==> src/rtl/vga_vram_scheduler.sv <==
// Video RAM access scheduler: display reads take priority,
// host writes fill idle RAM cycles via a 4-phase handshake.
module vga_vram_scheduler #(
   parameter int DATA_W        = 3,
   parameter int HPIX_W        = 7,
   parameter int VPIX_W        = 7,
   parameter int ROWS          = 96,
   parameter int LINES_PER_ROW = 5
) (
   input  logic                     clk,
   input  logic                     reset,
   input  logic [HPIX_W-1:0]        hPixel,
   input  logic                     display_active,
   input  logic                     frame_start,
   input  logic                     host_req,
   input  logic [HPIX_W+VPIX_W-1:0] host_addr,
   input  logic [DATA_W-1:0]        host_wdata,
   output logic                     host_ack,
   output logic                     mem_en,
   output logic                     mem_we,
   output logic [HPIX_W+VPIX_W-1:0] mem_addr,
   output logic [DATA_W-1:0]        mem_wdata,
   input  logic [DATA_W-1:0]        mem_rdata,
   output logic [VPIX_W-1:0]        vPixel,
   output logic [DATA_W-1:0]        pix_data,
   output logic                     pix_valid
);

   localparam int ADDR_W = HPIX_W + VPIX_W;
   localparam int LC_W   = (LINES_PER_ROW > 1) ? $clog2(LINES_PER_ROW) : 1;

   typedef enum logic [1:0] {
      S_IDLE,
      S_RD,
      S_CAP,
      S_WR
   } state_t;

   state_t              r_state;
   state_t              w_next;

   logic [HPIX_W-1:0]   r_hpix_q;
   logic                r_active_q;
   logic                r_disp_pend;
   logic                r_ack_seen;
   logic [LC_W-1:0]     r_line_cnt;
   logic [VPIX_W-1:0]   r_vpix;
   logic                r_mem_en;
   logic                r_mem_we;
   logic [ADDR_W-1:0]   r_mem_addr;
   logic [DATA_W-1:0]   r_mem_wdata;
   logic                r_host_ack;
   logic [DATA_W-1:0]   r_pix_data;
   logic                r_pix_valid;

   logic                w_event;
   logic                w_fall;
   logic                w_host_ok;

   assign w_event   = display_active && (!r_active_q || (hPixel != r_hpix_q));
   assign w_fall    = r_active_q && !display_active;
   assign w_host_ok = host_req && !r_ack_seen;

   always_ff @(posedge clk or posedge reset) begin
      if (reset) begin
         r_state <= S_IDLE;
      end else begin
         r_state <= w_next;
      end
   end

   always_comb begin
      w_next = r_state;
      unique case (r_state)
         S_IDLE: begin
            if (r_disp_pend || w_event) begin
               w_next = S_RD;
            end else if (w_host_ok) begin
               w_next = S_WR;
            end
         end
         S_RD: begin
            w_next = S_CAP;
         end
         S_CAP: begin
            if (r_disp_pend) begin
               w_next = S_RD;
            end else if (w_host_ok) begin
               w_next = S_WR;
            end else begin
               w_next = S_IDLE;
            end
         end
         S_WR: begin
            w_next = S_IDLE;
         end
         default: begin
            w_next = S_IDLE;
         end
      endcase
   end

   // RAM strobes are registered from the next state so they line up with it
   always_ff @(posedge clk or posedge reset) begin
      if (reset) begin
         r_mem_en    <= 1'b0;
         r_mem_we    <= 1'b0;
         r_mem_addr  <= '0;
         r_mem_wdata <= '0;
         r_host_ack  <= 1'b0;
      end else begin
         r_mem_en   <= (w_next == S_RD) || (w_next == S_WR);
         r_mem_we   <= (w_next == S_WR);
         r_host_ack <= (w_next == S_WR);
         if (w_next == S_RD) begin
            r_mem_addr <= {r_vpix, hPixel};
         end else if (w_next == S_WR) begin
            r_mem_addr  <= host_addr;
            r_mem_wdata <= host_wdata;
         end
      end
   end

   always_ff @(posedge clk or posedge reset) begin
      if (reset) begin
         r_hpix_q    <= '0;
         r_active_q  <= 1'b0;
         r_disp_pend <= 1'b0;
         r_ack_seen  <= 1'b0;
      end else begin
         r_hpix_q   <= hPixel;
         r_active_q <= display_active;
         if (w_next == S_RD) begin
            r_disp_pend <= 1'b0;
         end else if (w_event) begin
            r_disp_pend <= 1'b1;
         end
         // Block a second write until the host drops its request
         if (r_state == S_WR) begin
            r_ack_seen <= 1'b1;
         end else if (!host_req) begin
            r_ack_seen <= 1'b0;
         end
      end
   end

   always_ff @(posedge clk or posedge reset) begin
      if (reset) begin
         r_pix_data  <= '0;
         r_pix_valid <= 1'b0;
      end else begin
         r_pix_valid <= (r_state == S_CAP);
         if (w_fall) begin
            r_pix_data <= '0;
         end else if (r_state == S_CAP) begin
            r_pix_data <= mem_rdata;
         end
      end
   end

   always_ff @(posedge clk or posedge reset) begin
      if (reset) begin
         r_line_cnt <= '0;
         r_vpix     <= '0;
      end else if (frame_start) begin
         r_line_cnt <= '0;
         r_vpix     <= '0;
      end else if (w_fall) begin
         if (r_line_cnt == LC_W'(LINES_PER_ROW - 1)) begin
            r_line_cnt <= '0;
            if (r_vpix == VPIX_W'(ROWS - 1)) begin
               r_vpix <= '0;
            end else begin
               r_vpix <= r_vpix + VPIX_W'(1);
            end
         end else begin
            r_line_cnt <= r_line_cnt + LC_W'(1);
         end
      end
   end

   assign host_ack  = r_host_ack;
   assign mem_en    = r_mem_en;
   assign mem_we    = r_mem_we;
   assign mem_addr  = r_mem_addr;
   assign mem_wdata = r_mem_wdata;
   assign vPixel    = r_vpix;
   assign pix_data  = r_pix_data;
   assign pix_valid = r_pix_valid;

endmodule

==> config.mk <==
export PLATFORM = sky130hd
export DESIGN_NAME = vga_vram_scheduler
export DESIGN_NICKNAME = d
export VERILOG_FILES = /design/src/rtl/vga_vram_scheduler.sv
export SDC_FILE = /design/constraint.sdc
export NUM_CORES = 1
export LEC_CHECK = 0
export BUFFER_PORTS_ARGS = -buffer_cell sky130_fd_sc_hd__buf_2
export CAP_MARGIN = 5
export CORE_MARGIN = 4
export CORE_UTILIZATION = 28
export DETAILED_ROUTE_END_ITERATION = 10
export PLACE_DENSITY = 0.57
export SYNTH_ARGS = -nofsm -noshare
export SYNTH_HDL_FRONTEND = slang
export SYNTH_SLANG_ARGS = --single-unit
export TNS_END_PERCENT = 50
==> constraint.sdc <==
create_clock -name clk -period 4.4 [get_ports clk]
set_clock_uncertainty 0.2 [all_clocks]
set_input_delay 0.22 -clock clk [delete_from_list [all_inputs] [get_ports clk]]
set_output_delay 0.22 -clock clk [all_outputs]
set_load 0.01 [all_outputs]
==> results.txt <==
----------------------------------------------------
[Outcome]
  Run status ... finished, final reports clean

[GRT]
  First-pass GRT wire length ... 8.55 mm
  Overall Global Routing Usage ... 12.5%
  Sum of overflow across all layers after global routing ... 0
  Antenna violations before repair ... 0
  Largest net degree at the start of global routing ... 46
  Via count of the first global-routing pass ... 1722

[Yosys]
  Net count of the mapped netlist ... 216
  Cell area after synthesis ... 0.00202 mm2
  Distinct cells, synth ... 32
  Post-synthesis average cell area ... 11.2 um2
  Sequential area share after synthesis ... 55.7%
  Total of warnings raised by yosys ... 0
  Register bit total from synthesis ... 45
  Number of instances in the synthesized netlist ... 181

[Finish]
  Final cell area excluding filler cells ... 0.00285 mm2
  Ratio of cells with drive above 1 in the final layout ... 30.0%
  Most common library cell in the layout ignoring fill and taps ... sky130_fd_sc_hd__buf_2
  Antenna Cells ... 0
  Fillers ... 714
  Final net count ... 307
  Final cell utilization of the core ... 41.3%
  Area added between synthesis and finish ... 41.1%
  Most frequent cells in the layout ... sky130_fd_sc_hd__buf_2 (62), sky130_fd_sc_hd__dfrtp_1 (45), sky130_fd_sc_hd__nor2_1 (31), sky130_fd_sc_hd__dlygate4sd3_1 (31), sky130_fd_sc_hd__nand3_1 (17)

[Route]
  Detailed-route wire length ... 5.08 mm
  Number of violations reported at the end of detailed-routing iteration 0 ... 103
  Routed via count ... 1659
  First-pass DRT Iterations ... 4
  Number of routed nets with antenna violations ... 0
  Wire length per cell after detailed routing ... 13.8 um
  DR vias/cell ... 4.50
  DRC violations left ... 0

[STA]
  Maximum clock frequency ... 0.355 GHz
  Final hold violation count ... 0
  Total negative slack ... 0 ns
  Worst relative slew slack ... 35.3%
  Count of final setup violators ... 0
  Portion of the clock cycle consumed by the worst path in the final layout ... 64.0%
  Slew at the pin with the worst max-slew slack ... 0.970 ns
  Minimum clock period ... 2.82 ns
  Final max-slew violation count ... 0
  Unrepaired setup endpoints after global routing ... no

[Clocking]
  Buffer cell driving the clock tree root ... sky130_fd_sc_hd__clkbuf_8
  Num CTS Buffers ... 5
  H-tree level count ... 2
  Worst-case clock buffer depth ... 2
  Worst-Skew Late Latency ... 0.29 ns
  Clk sink count ... 45
  Clock transition at the register clock pins on the worst setup and hold paths after CTS ... 0.08 ns
  Resized cells post-CTS ... 0
  CTS hold repair buffers ... 31
  Number of setup buffers added after CTS ... 0
  CTS tree ... done

[Power and ir drop]
  Leakage power of the design ... 0.00141 uW
  Max IR drop VDD ... 0.149 mV
  Total power after layout ... 1480 uW
  Power per standard cell area ... 520 mW/mm2

[Die]
  Vertical extent of the die ... 93.0 um
  Core box area ... 0.00691 mm2
  Die Footprint ... 0.00864 mm2
  Placement row count ... 30
  Die X-Extent ... 93.0 um
  Num ports ... 63
  Initial cell density of the core ... 29.3%

[Worst setup path]
  Worst endpoint data arrival time ... 2.80 ns
  Crit start category ... input pin
  Biggest fanout along the worst timing path ... 19
  WP data required ... 4.38 ns
  Critical Setup Path Class ... in2reg
  Worst Setup End Kind ... register

[Placed design]
  Global placer's final weighted congestion ... 0.821
  DP HPWL ... 3.49 mm
  Number of buffers added on ports ... 62
  Total cell area at the placement stage ... 0.00241 mm2

[Min path]
  Min-Delay Path Class ... reg2reg

[Flow run]
  Count of maximum capacitance violations ... 0

----------------------------------------------------
cell families (layout without fill, tap and decap cells):
kind of cell / Yosys count / after routing / synth area share (%)
AO/OA/AOI/OAI: 30 / 30 / 13.3
XOR/XNOR: 9 / 9 / 3.90
adder cells (fa/ha/maj): 3 / 3 / 1.86
buffers and inverters: 16 / 108 / 3.65
flip-flops: 45 / 45 / 55.7
multiplexers: 8 / 8 / 4.71
AND/OR/NAND/NOR: 70 / 70 / 16.9
routing by layer:
metal | track usage [%] | share of wire, % | vias to the layer above | wire [um]
li1 | - | - | 820 | -
met1 | 15.9 | 46 | 798 | 2310
met2 | 20.9 | 49 | 37 | 2510
met3 | 3.09 | 4.5 | 4 | 226
met4 | 3.54 | 0.61 | 0 | 31
met5 | 0 | 0 | - | 0
worst max-delay path, cell delays in order:
cell and delay (ns):
sky130_fd_sc_hd__dlygate4sd3_1 0.53, sky130_fd_sc_hd__buf_2 0.14, sky130_fd_sc_hd__xor2_1 0.16, sky130_fd_sc_hd__nor4_4 0.38, sky130_fd_sc_hd__nand2_2 0.12, sky130_fd_sc_hd__a311oi_4 0.88, sky130_fd_sc_hd__mux2_4 0.35
state kept, by name, summed over array words and instances, names as in the netlist:
signal	cells
host_ack	1
mem_addr	14
mem_en	1
mem_wdata	3
pix_data	3
pix_valid	1
r_ack_seen	1
r_active_q	1
r_disp_pend	1
r_hpix_q	7
r_line_cnt	3
r_state	2
vPixel	7
cells in the mapped netlist:
cell                       instances  area [um2]
sky130_fd_sc_hd__nor2_1           31         116
sky130_fd_sc_hd__o31ai_1           2        15.0
sky130_fd_sc_hd__buf_6             1        11.3
sky130_fd_sc_hd__o21ai_0           4        20.0
sky130_fd_sc_hd__nand2_1           7        26.3
sky130_fd_sc_hd__nand3_1          17        85.1
sky130_fd_sc_hd__nand4_1           1        6.26
sky130_fd_sc_hd__a311oi_4          1        26.3
sky130_fd_sc_hd__nand2b_1          4        25.0
sky130_fd_sc_hd__o21a_1            1        7.51
sky130_fd_sc_hd__buf_2             2        10.0
sky130_fd_sc_hd__and3_1            2        12.5
sky130_fd_sc_hd__a41o_1            1        10.0
sky130_fd_sc_hd__buf_4             1        7.51
sky130_fd_sc_hd__xnor2_1           3        26.3
sky130_fd_sc_hd__dfrtp_1          45        1130
sky130_fd_sc_hd__and4_4            1        11.3
sky130_fd_sc_hd__or2_2             2        12.5
sky130_fd_sc_hd__ha_1              3        37.5
sky130_fd_sc_hd__nand2_2           1        6.26
sky130_fd_sc_hd__clkbuf_1          6        22.5
sky130_fd_sc_hd__a211oi_2          1        12.5
sky130_fd_sc_hd__a22o_1            1        8.76
sky130_fd_sc_hd__inv_1             6        22.5
sky130_fd_sc_hd__a21o_1            1        7.51
sky130_fd_sc_hd__xor2_1            6        52.6
sky130_fd_sc_hd__mux2_4            3        45.0
sky130_fd_sc_hd__a21oi_1           4        20.0
sky130_fd_sc_hd__a221o_1          14         140
sky130_fd_sc_hd__mux2i_1           5        50.1
sky130_fd_sc_hd__nor2b_1           3        18.8
sky130_fd_sc_hd__nor4_4            1        21.3
where the power goes:
part / switching [uW] / internal [uW]
Sequential: 69.3 / 528
Combinational: 279 / 239
Clock: 141 / 226
worst paths after layout:
path,to,slack (ns),depth (start not counted),start
worst max-delay path,mem_wdata[1],1.58,7,hPixel[4]
worst min-delay path,mem_wdata[2],0.31,1,mem_wdata[2]
worst max register to register,mem_wdata[1],1.79,5,r_hpix_q[4]
worst min register to register,mem_wdata[2],0.31,1,mem_wdata[2]
max in group asynchronous,mem_addr[11],2.94,3,reset
min in group asynchronous,r_line_cnt[0],0.47,3,reset
cell type report:
| cell class | count | area [um2] | area share (%) |
|---|---|---|---|
| clock inverter | 3 | 65.1 | 2.28 |
| timing repair buffer | 94 | 628 | 22.0 |
| multi-input combinational | 120 | 821 | 28.8 |
| inverter | 6 | 22.5 | 0.790 |
| sequential | 45 | 1130 | 39.5 |
| clock buffer | 5 | 68.8 | 2.41 |
| tap | 96 | 120 | 4.21 |
stage by stage:
stage / instances / hold slack (ns) / worst slack [ns]
2_1_floorplan: 181 / 0.0514 / 2.26
3_3_place_gp: 330 / 0.171 / 1.85
3_5_place_dp: 330 / 0.172 / 1.79
4_1_cts: 369 / 0.316 / 1.58
5_1_grt: 369 / 0.341 / 1.48
6_report: 369 / 0.312 / 1.58
Power figures use the tool's default switching activity.
